--- config.mk ---
export PLATFORM = sky130hd
export DESIGN_NAME = serial_tx_param
export DESIGN_NICKNAME = d
export VERILOG_FILES = /design/src/rtl/serial_tx_param.sv
export SDC_FILE = /design/constraint.sdc
export NUM_CORES = 1
export LEC_CHECK = 0
export ABC_AREA = 1
export BUFFER_PORTS_ARGS = -buffer_cell sky130_fd_sc_hd__clkbuf_2
export CORE_ASPECT_RATIO = 0.8
export CORE_UTILIZATION = 35
export DETAILED_ROUTE_END_ITERATION = 16
export SYNTH_ARGS = -nofsm -noshare
export SYNTH_HDL_FRONTEND = slang
export SYNTH_SLANG_ARGS = --single-unit
--- constraint.sdc ---
create_clock -name clk -period 4.7 [get_ports clk]
set_input_delay 0.235 -clock clk [delete_from_list [all_inputs] [get_ports clk]]
set_output_delay 0.235 -clock clk [all_outputs]
set_load 0.01 [all_outputs]
--- src/rtl/serial_tx_param.sv ---
// serial_tx_param: parameterised UART-style serial transmitter.
// Frame: start(0), DATA_W payload bits LSB first, optional parity, STOP_BITS stop bits (1).
// Latency: start bit on line the cycle after acceptance; done/ready pulse F cycles later.
// Backpressure: accepts start only while ready=1; start while busy is dropped, never queued.
// Ports:
//   clk, rstn (sync, active-low)   start, data_in[DATA_W]  -> request side
//   ready, busy, done, serial_out  -> all registered outputs
module serial_tx_param #(
  parameter int DATA_W       = 7,
  parameter int CLKS_PER_BIT = 1,
  parameter int PARITY_MODE  = 1,
  parameter int STOP_BITS    = 1
) (
  input  logic              clk,
  input  logic              rstn,
  input  logic              start,
  input  logic [DATA_W-1:0] data_in,
  output logic              ready,
  output logic              busy,
  output logic              done,
  output logic              serial_out
);

  // A 1-cycle bit still needs a 1-bit counter, which simply stays at 0.
  localparam int BAUD_W = (CLKS_PER_BIT > 1) ? $clog2(CLKS_PER_BIT) : 1;
  localparam int BIT_W  = $clog2(DATA_W);

  localparam logic [BAUD_W-1:0] BAUD_MAX = BAUD_W'(CLKS_PER_BIT - 1);
  localparam logic [BIT_W-1:0]  DATA_MAX = BIT_W'(DATA_W - 1);
  localparam logic [BIT_W-1:0]  STOP_MAX = BIT_W'(STOP_BITS - 1);

  typedef enum logic [2:0] {
    S_IDLE,
    S_START,
    S_DATA,
    S_PARITY,
    S_STOP
  } state_t;

  state_t            state_q, state_d;
  logic [BAUD_W-1:0] baud_q, baud_d;
  logic [BIT_W-1:0]  bit_q, bit_d;
  logic [DATA_W-1:0] data_q;
  logic              parity_q;
  logic              so_d, done_d, ready_d;
  logic              accept, baud_last;

  assign accept    = (state_q == S_IDLE) && start;
  assign baud_last = (baud_q == BAUD_MAX);

  // State and registered outputs.
  always_ff @(posedge clk) begin
    if (!rstn) begin
      state_q    <= S_IDLE;
      baud_q     <= '0;
      bit_q      <= '0;
      data_q     <= '0;
      parity_q   <= 1'b0;
      serial_out <= 1'b1;
      done       <= 1'b0;
      ready      <= 1'b1;
      busy       <= 1'b0;
    end else begin
      state_q    <= state_d;
      baud_q     <= baud_d;
      bit_q      <= bit_d;
      serial_out <= so_d;
      done       <= done_d;
      ready      <= ready_d;
      busy       <= !ready_d;
      if (accept) begin
        data_q   <= data_in;
        parity_q <= (PARITY_MODE == 2) ? ~(^data_in) : (^data_in);
      end
    end
  end

  // Next state and counters.
  always_comb begin
    state_d = state_q;
    case (state_q)
      S_IDLE:   if (start) state_d = S_START;
      S_START:  if (baud_last) state_d = S_DATA;
      S_DATA:   if (baud_last && bit_q == DATA_MAX)
                  state_d = (PARITY_MODE != 0) ? S_PARITY : S_STOP;
      S_PARITY: if (baud_last) state_d = S_STOP;
      S_STOP:   if (baud_last && bit_q == STOP_MAX) state_d = S_IDLE;
      default:  state_d = S_IDLE;
    endcase

    // Baud counter reloads at every bit boundary and is parked at 0 in idle.
    if (state_q == S_IDLE || baud_last)
      baud_d = '0;
    else
      baud_d = baud_q + 1'b1;

    // Bit index restarts on every state change, so it serves both the
    // payload bits and the stop bits without ever wrapping.
    if (state_d != state_q)
      bit_d = '0;
    else if (baud_last && (state_q == S_DATA || state_q == S_STOP))
      bit_d = bit_q + 1'b1;
    else
      bit_d = bit_q;
  end

  // Outputs are decoded from the next state so the registered line
  // changes on the same edge as the state.
  always_comb begin
    so_d = 1'b1;
    case (state_d)
      S_START:  so_d = 1'b0;
      S_DATA:   so_d = data_q[bit_d];
      S_PARITY: so_d = parity_q;
      default:  so_d = 1'b1;
    endcase
    done_d  = (state_q == S_STOP) && (state_d == S_IDLE);
    ready_d = (state_d == S_IDLE);
  end

endmodule
==> impl_metrics.csv, run 1 <==
group,metric,value,unit
worst_setup_path,crit_top_cell,"nand2_1",
timing,period_needed,1640,ps
cells_and_area,nets,167,
worst_setup_path,crit_cells,12,
flow_run,max_cap_violations,0,
yosys,postSynthCellCount,137,
worst_setup_path,r2r-start,"state_q[2]",
cells_and_area,drive_gt1_share,26.8,%
placement,port_buffers,13,
die,die-area,3150,sq um
clocking,clock_latency,300,ps
min_path,hp-class,"in -> reg",
worst_setup_path,path_cells,"nor2_2 > nand3_2 > nand3_2 > nand2_4 > nand2_1 > nor2_4 > inv_2 > nand3_2 > nand2_1 > nand2_1 > nand2_1 > nand2_1",
clocking,postCtsHoldBufs,0,
die,fp.coreArea,2770,sq um
yosys,yosysWarningCount,0,
timing,slew_viol_final,0,
clocking,clk_pin_slew_worst_paths,110,ps
timing,worst_slack,3060,ps
worst_setup_path,path_delay_family,"simple AND/OR/NAND/NOR gates",
cells_and_area,n_antenna_cell,0,
yosys,syn_avg_cell_area,7.49,sq um
global_routing,antenna_found_initial,0,
detailed_routing,first_iter_violations,26,
worst_setup_path,worst-path-buf-inv,1,
yosys,syn_area,1030,sq um
worst_setup_path,rrSetupSlack,3060,ps
clocking,cts.sinks,19,
worst_setup_path,reg2reg_depth,12,
timing,hold_slack,217,ps
timing,skew,4.22,ps
detailed_routing,wl_per_cell,9.54,um
clocking,cts_resized,0,
global_routing,grt_max_degree,15,
timing,max_freq,0.609,GHz
detailed_routing,dr.pass1.iters,4,
worst_setup_path,crit_path_top_delay_cell,"dfxtp_1",
die,die_w,62.5,um
worst_setup_path,crit_required,4900,ps
timing,final_hold_viol_count,0,
global_routing,overflow,0,
die,num_rows,17,
worst_setup_path,cp-start-kind,"flop",
clocking,cts_buffer_depth,2,
yosys,synth.yosys.seq_area_share,37.1,%
global_routing,grt_pass1_wl,3180,um
placement,place_ws,3060,ps
placement,place_congestion,0.830,
die,dieHeight,50.4,um
worst_setup_path,critPathMaxFanout,14,
placement,dp_hpwl,1550,um
yosys,syn-num-nets,150,
clocking,cts_max_level,1,
power_and_ir_drop,p_per_area,284,nW/um^2
cells_and_area,synthToLayoutAreaGrowth,13.3,%
global_routing,grt_pass1_vias,796,
die,initial_core_util,37.1,%
outcome,status,"complete, no violations",
timing,grt_setup_unrepaired,"no",
timing,setup-tns-final,0,ps
yosys,yosys_register_bits,19,
min_path,min_from,"data_in[2]",
clocking,cts_setup_buffers,0,
detailed_routing,vias_per_cell,4.59,
die,boundaryPins,14,
worst_setup_path,worst_path_largest_cell_delay,380,ps
timing,fin_crit_sh,35.0,%
power_and_ir_drop,vdd_drop_max,186,uV
yosys,synthDistinctLibCells,23,
detailed_routing,vias,876,
detailed_routing,ant_nets,0,
detailed_routing,wirelength,1820,um
global_routing,grtUsageTotal,12.9,%
clocking,cts_tree,"done",
worst_setup_path,crit_type,"reg -> reg",
timing,setup_viol_count_final,0,
min_path,hold_depth,3,
clocking,root_buffer,"clkbuf_4",
clocking,numCtsBuffers,3,
worst_setup_path,arrival,1840,ps
power_and_ir_drop,leakagePower,0.000557,uW
worst_setup_path,worst_setup_path_end_kind,"flop",
detailed_routing,drc,0,
worst_setup_path,cp-startpoint,"state_q[2]",
metrics by stage:
step	power (uW)	area (sq um)	cells	util, %
6_report	330	1160	191	42.0
5_1_grt	351	1160	191	42.0
4_1_cts	334	1160	191	42.0
3_5_place_dp	253	1130	187	41.0
3_3_place_gp	251	1130	187	41.0
2_1_floorplan	234	1030	137	-
layer usage:
metal,vias to the layer above,GRT usage [%],routed length (um)
met3,4,5.00,85
met2,16,22.1,845
li1,466,-,-
met1,390,15.2,871
met5,-,0,0
met4,0,3.10,19
area by class of cell:
type                    count  area [sq um]
fillers                   304          1600
multi-input cells          96           563
flip-flops and latches     19           380
inverters                  21          78.8
repair buffers             13          65.1
well taps                  38          47.5
clock buffers               3          22.5
clock inverters             1          5.00
worst min-delay path, cell delays in order:
cell and delay, ps:
clkbuf_2 90, o21ai_0 80, nor2_1 80
worst paths after layout:
kind,end
max,serial_out
min,data_q[2]
max reg2reg,serial_out
min reg2reg,data_q[6]
flip-flops by register name, indices dropped and copies added, names as in the netlist:
signal	count
data_q	7
done	1
state_q	3
ready	1
bit_q	3
serial_out	1
busy	1
baud_q	1
parity_q	1
synthesized netlist by cell type, drive strengths merged:
cell type	count	share of area, %
inv	21	7.7
nand2	27	14
clkbuf	1	0.37
ha	3	3.7
nand3	12	9.3
a21oi	5	2.8
o21ai	11	5.7
xor2	2	1.7
dfxtp	19	37
nand4	5	3.0
a31oi	1	0.61
conb	1	0.37
xnor2	4	3.4
nor2	24	9.8
nor3	1	0.49
report_power, final:
| group | leakage (uW) | internal, uW | switching (uW) |
|---|---|---|---|
| combinational | 0.000383 | 26.0 | 43.0 |
| sequential | 0.000157 | 173 | 5.75 |
| clock | 0.0000177 | 31.7 | 50.0 |
| total | 0.000557 | 231 | 98.7 |
placed cells by master (no fill, tap or decap), drive strengths merged:
cell | Yosys | layout
dfxtp | 19 | 19
ha | 3 | 3
a21oi | 5 | 5
clkinv | 0 | 1
nand4 | 5 | 5
nand3 | 12 | 12
conb | 1 | 1
xor2 | 2 | 2
o21ai | 11 | 11
clkbuf | 1 | 16
a31oi | 1 | 1
xnor2 | 4 | 4
nor3 | 1 | 1
inv | 21 | 21
nor2 | 24 | 24
nand2 | 27 | 27
kinds of logic after synthesis:
| family | synth area share (%) |
|---|---|
| and+or+nand+nor | 36.6 |
| buffers and inverters | 8.05 |
| DFF | 37.1 |
| AOI/OAI and AO/OA | 9.15 |
| xor gates and xnor gates | 5.12 |
| adders and majority gates | 3.66 |
| other | 0.366 |
(Power assumes the default switching activity.)
==> run 2: changes to the inputs <==
==> constraint.sdc (replaced) <==
create_clock -name clk -period 1.6 [get_ports clk]
set_input_delay 0.08 -clock clk [delete_from_list [all_inputs] [get_ports clk]]
set_output_delay 0.08 -clock clk [all_outputs]
set_load 0.01 [all_outputs]
==> impl_metrics.csv, run 2 (synthesized netlist as in run 1, its figures left out) <==
group,metric,value,unit
cells_and_area,nets,173,
global_routing,grtUsageTotal,13.5,%
cells_and_area,regMostFlops,"data_q",
die,die_w,62.5,um
worst_setup_path,crit_type,"reg -> reg",
timing,slew_viol_final,0,
cells_and_area,final_util,45.4,%
cells_and_area,fillers,283,
timing,fin_crit_sh,97.2,%
worst_setup_path,critPathMaxFanout,6,
detailed_routing,wl_per_cell,10.0,um
placement,place_ws,26.8,ps
worst_setup_path,worst_setup_path_end_kind,"flop",
worst_setup_path,rrSetupSlack,50,ps
global_routing,grt_pass1_vias,819,
power_and_ir_drop,p_per_area,790,nW/um^2
cells_and_area,drive_gt1_share,34.6,%
die,dieHeight,50.4,um
worst_setup_path,r2r-start,"bit_q[1]",
cells_and_area,largest_reg_flops,7,
power_and_ir_drop,vdd_drop_max,407,uV
clocking,root_buffer,"clkbuf_4",
cells_and_area,final_cell_area,1250,sq um
min_path,hold_depth,3,
min_path,min_from,"data_in[0]",
clocking,cts.sinks,19,
cells_and_area,mostFrequentLayoutCell,"nor2_1",
clocking,cts_buffer_depth,2,
clocking,cts_tree,"done",
detailed_routing,vias,897,
die,die-area,3150,sq um
detailed_routing,wirelength,1970,um
flow_run,max_cap_violations,0,
global_routing,antenna_found_initial,0,
placement,dp_hpwl,1600,um
global_routing,grt_pass1_wl,3340,um
timing,hold_slack,59.0,ps
timing,grt_setup_unrepaired,"yes",
die,initial_core_util,37.1,%
min_path,min_to,"data_q[0]",
detailed_routing,drc,0,
min_path,hp-class,"in -> reg",
cells_and_area,final_cell_mix,"nor2_1 (21), dfxtp_1 (17), inv_1 (16), nand2_1 (16), clkbuf_2 (13)",
timing,worst_slack,45.6,ps
cells_and_area,reg_top3,"data_q x7, bit_q x3, state_q x3",
clocking,cts_max_level,1,
placement,postPlaceCellArea,1160,sq um
clocking,numCtsBuffers,3,
detailed_routing,dr.pass1.iters,4,
worst_setup_path,crit_required,1790,ps
cells_and_area,synthToLayoutAreaGrowth,22.3,%
outcome,status,"complete, no violations",
timing,final_hold_viol_count,0,
detailed_routing,first_iter_violations,34,
power_and_ir_drop,power,991,uW
timing,skew,3.90,ps
worst_setup_path,arrival,1750,ps
worst_setup_path,rr_endpoint,"serial_out",
cells_and_area,n_antenna_cell,0,
placement,port_buffers,13,
timing,max_freq,0.643,GHz
global_routing,grt_max_degree,13,
timing,period_needed,1550,ps
die,fp.coreArea,2770,sq um
die,boundaryPins,14,
detailed_routing,vias_per_cell,4.55,
placement,place_congestion,0.750,
worst_setup_path,cp-start-kind,"flop",
power_and_ir_drop,leakagePower,0.000593,uW
timing,setup_viol_count_final,0,
worst_setup_path,reg2reg_depth,10,
global_routing,overflow,0,
clocking,clock_latency,290,ps
clocking,clk_pin_slew_worst_paths,110,ps
die,num_rows,17,
detailed_routing,ant_nets,0,
==> run 2: cell types whose count changed in the layout (fill, tap and decap cells not counted), moves of 2 or more <==
cell / previous run / this run
buf_4: 0 / 6
dfxtp_1: 19 / 17
dfxtp_2: 0 / 2
nand2_1: 18 / 16
nand2_4: 4 / 6
==> run 2: critical path, cell delays in order (launching register included) <==
cell and delay, ps:
dfxtp_2 380, inv_1 60, ha_1 190, nand3_1 100
nand2_2 80, nand2_4 110, nand4_1 140, a21oi_1 210
a21oi_2 80, nand2_1 60, nand2_1 40
==> run 2: repair_timing <==
item | CTS | global route
resized for setup | 0 | 13
hold buffers | 0 | 0
endpoints found under the setup margin | 0 | 1
buffers inserted | 0 | 3
==> run 2: layout make-up <==
cell class	count	area (sq um)	area share [%]
Tap cell	38	47.5	3.79
Clock inverter	1	5.00	0.399
Inverter	21	81.3	6.48
Clock buffer	3	22.5	1.79
Multi-Input combinational cell	96	606	48.3
Sequential cell	19	383	30.5
Timing Repair Buffer	19	110	8.77
==> run 2: per-stage QoR <==
step	std cells	setup TNS (ps)
6_report	197	0
5_1_grt	197	-69.0
4_1_cts	194	0
3_5_place_dp	190	0
3_3_place_gp	190	0
2_1_floorplan	137	0
==> run 2: power breakdown <==
group | total, uW | internal [uW] | switching [uW]
Combinational | 228 | 91.5 | 136
Sequential | 528 | 510 | 18.0
Clock | 236 | 93.0 | 143
Total | 991 | 694 | 297
==> run 2: how the worst max path moves through the flow <==
stage	startpoint	to
final	bit_q[1]	serial_out
after detailed placement	bit_q[0]	serial_out
after CTS	bit_q[0]	serial_out
after global placement	bit_q[0]	serial_out
after global routing	bit_q[0]	serial_out
after floorplan	bit_q[0]	serial_out
==> run 2: per-layer routing <==
| metal | GRT usage (%) | share of wire [%] | up-vias |
|---|---|---|---|
| li1 | - | - | 476 |
| met1 | 15.4 | 47 | 402 |
| met2 | 24.6 | 49 | 15 |
| met3 | 4.09 | 3.1 | 4 |
| met4 | 3.49 | 1.6 | 0 |
| met5 | 0 | 0 | - |
==> run 3: changes to the inputs <==
--- a/config.mk
+++ b/config.mk
@@ -7,9 +7,12 @@
 export LEC_CHECK = 0
 export ABC_AREA = 1
 export BUFFER_PORTS_ARGS = -buffer_cell sky130_fd_sc_hd__clkbuf_2
+export CELL_PAD_IN_SITES_DETAIL_PLACEMENT = 1
+export CELL_PAD_IN_SITES_GLOBAL_PLACEMENT = 2
 export CORE_ASPECT_RATIO = 0.8
-export CORE_UTILIZATION = 35
+export CORE_UTILIZATION = 31
 export DETAILED_ROUTE_END_ITERATION = 16
+export PLACE_DENSITY_LB_ADDON = 0.1
 export SYNTH_ARGS = -nofsm -noshare
 export SYNTH_HDL_FRONTEND = slang
 export SYNTH_SLANG_ARGS = --single-unit
==> impl_metrics.csv, run 3 (synthesized netlist as in run 1, its figures left out) <==
group,metric,value,unit
outcome,status,"complete, no violations",
placement,port_buffers,13,
timing,final_hold_viol_count,0,
worst_setup_path,critPathMaxFanout,6,
timing,skew,3.30,ps
clocking,postCtsHoldBufs,0,
clocking,cts_max_level,1,
power_and_ir_drop,vdd_drop_max,543,uV
global_routing,use_met1,24.2,%
global_routing,grt_pass1_vias,875,
cells_and_area,mostFrequentLayoutCell,"nor2_1",
die,fp.coreArea,3130,sq um
global_routing,grt.met3_usage,4.53,%
die,boundaryPins,14,
timing,slew_viol_final,0,
timing,hold_slack,106,ps
cells_and_area,layoutNonFillerInstCount,197,
power_and_ir_drop,swShare,30.2,%
timing,setup-tns-final,0,ps
die,initial_core_util,32.8,%
global_routing,antenna_found_initial,0,
clocking,cts_buffer_depth,2,
cells_and_area,nets,171,
detailed_routing,vias_per_cell,4.53,
detailed_routing,drc,0,
cells_and_area,fillers,403,
worst_setup_path,reg2reg_depth,14,
die,dieHeight,53.5,um
global_routing,grt_max_degree,13,
min_path,min_to,"data_q[2]",
clocking,numCtsBuffers,3,
clocking,clock_latency,260,ps
min_path,hold_depth,3,
detailed_routing,vias,893,
worst_setup_path,worst_setup_path_end_kind,"flop",
detailed_routing,first_iter_violations,16,
placement,post-place-cells,192,
power_and_ir_drop,leakagePower,0.000584,uW
power_and_ir_drop,p_per_area,885,nW/um^2
cells_and_area,largest_reg_flops,7,
die,die-area,3550,sq um
power_and_ir_drop,clock_power_share,31.2,%
min_path,hp-class,"in -> reg",
detailed_routing,ant_nets,0,
power_and_ir_drop,p_int,771,uW
placement,place_congestion,0.749,
detailed_routing,wl_per_cell,12.5,um
clocking,root_buffer,"clkbuf_8",
detailed_routing,wirelength,2470,um
cells_and_area,multi_input_area,589,sq um
cells_and_area,final_cell_area,1250,sq um
timing,worst_slack,76.1,ps
worst_setup_path,arrival,1680,ps
placement,postPlaceCellArea,1160,sq um
placement,place_ws,21.5,ps
cells_and_area,drive_gt1_share,34.4,%
cells_and_area,regMostFlops,"data_q",
worst_setup_path,rr_endpoint,"serial_out",
flow_run,max_cap_violations,0,
clocking,cts.sinks,19,
placement,dp_hpwl,1990,um
cells_and_area,final_cell_mix,"nor2_1 (21), nand2_1 (17), inv_1 (15), dfxtp_1 (15), clkbuf_2 (13)",
timing,period_needed,1520,ps
min_path,min_from,"data_in[2]",
cells_and_area,reg_top3,"data_q x7, bit_q x3, state_q x3",
worst_setup_path,cp-start-kind,"flop",
timing,setup_viol_count_final,0,
clocking,clk_pin_slew_worst_paths,80,ps
global_routing,busiest_layer,"met1",
cells_and_area,register_area,385,sq um
global_routing,grt_pass1_wl,4200,um
worst_setup_path,crit_type,"reg -> reg",
cells_and_area,n_antenna_cell,0,
global_routing,use_met2,23.8,%
clocking,cts_tree,"done",
timing,max_freq,0.656,GHz
global_routing,overflow,0,
global_routing,grtUsageTotal,16.7,%
die,num_rows,18,
worst_setup_path,rrSetupSlack,80,ps
timing,fin_crit_sh,95.2,%
die,die_w,66.3,um
power_and_ir_drop,power_switching,333,uW
cells_and_area,synthToLayoutAreaGrowth,21.6,%
detailed_routing,dr.pass1.iters,4,
worst_setup_path,r2r-start,"bit_q[0]",
power_and_ir_drop,power_frac_comb,20.9,%
power_and_ir_drop,seq_power_share,48.0,%
worst_setup_path,crit_required,1750,ps
## run 3: changes by cell type in the layout (fill, tap and decap cells not counted), sizes merged
| cell | before | now |
|---|---|---|
| buf | 6 | 4 |
| clkinv | 1 | 0 |
| clkinvlp | 0 | 1 |
## run 3: layout make-up
cell class | count | share of cell area (%)
Clock buffer | 3 | 3.31
Multi-Input combinational cell | 96 | 47.2
Sequential cell | 19 | 30.9
Inverter | 21 | 6.32
Clock inverter | 1 | 0.602
Tap cell | 40 | 4.01
Timing Repair Buffer | 17 | 7.62
## run 3: worst max path at each step
stage               cells past startpoint      from  slack, ps         end
global placement                       15  bit_q[0]         70  serial_out
floorplan                              14  bit_q[0]        110  serial_out
global route                           15  bit_q[0]        -10  serial_out
finish                                 14  bit_q[0]         80  serial_out
CTS                                    15  bit_q[0]          8  serial_out
detailed placement                     15  bit_q[0]         20  serial_out
## run 3: metal layers
metal	wire length (um)	vias to the layer above
met1	1350	408
met2	1040	8
met4	20	0
met5	0	-
met3	54	2
li1	-	475
## run 3: critical path, stage by stage, from the launching register on
cell and delay (ps):
dfxtp_2 330, inv_2 40, ha_1 190, nand2_1 70, nor2_2 40, nand2_2 70
nand3_2 80, nand2_4 130, nand2_4 60, nor2_4 110, inv_2 70, nand3_2 80
a21oi_2 50, nand2_1 50, nand2_1 40
## run 3: timing repair
| action | 4_1_cts | 5_1_grt |
|---|---|---|
| buffers inserted | 0 | 1 |
| endpoints found under the setup margin | 0 | 2 |
| resized for setup | 0 | 14 |
## run 3: power by group through the flow
stage,combinational (uW),clock [uW],sequential [uW]
global route,262,379,534
detailed placement,221,0,539
CTS,222,358,528
finish,230,344,530
floorplan,149,0,539
global placement,214,0,539
## run 3: through the flow
step / total power (uW) / utilization (%)
floorplan: 688 / -
global placement: 752 / 37.1
detailed placement: 760 / 37.1
CTS: 1110 / 38.6
global route: 1170 / 39.8
finish: 1100 / 39.8
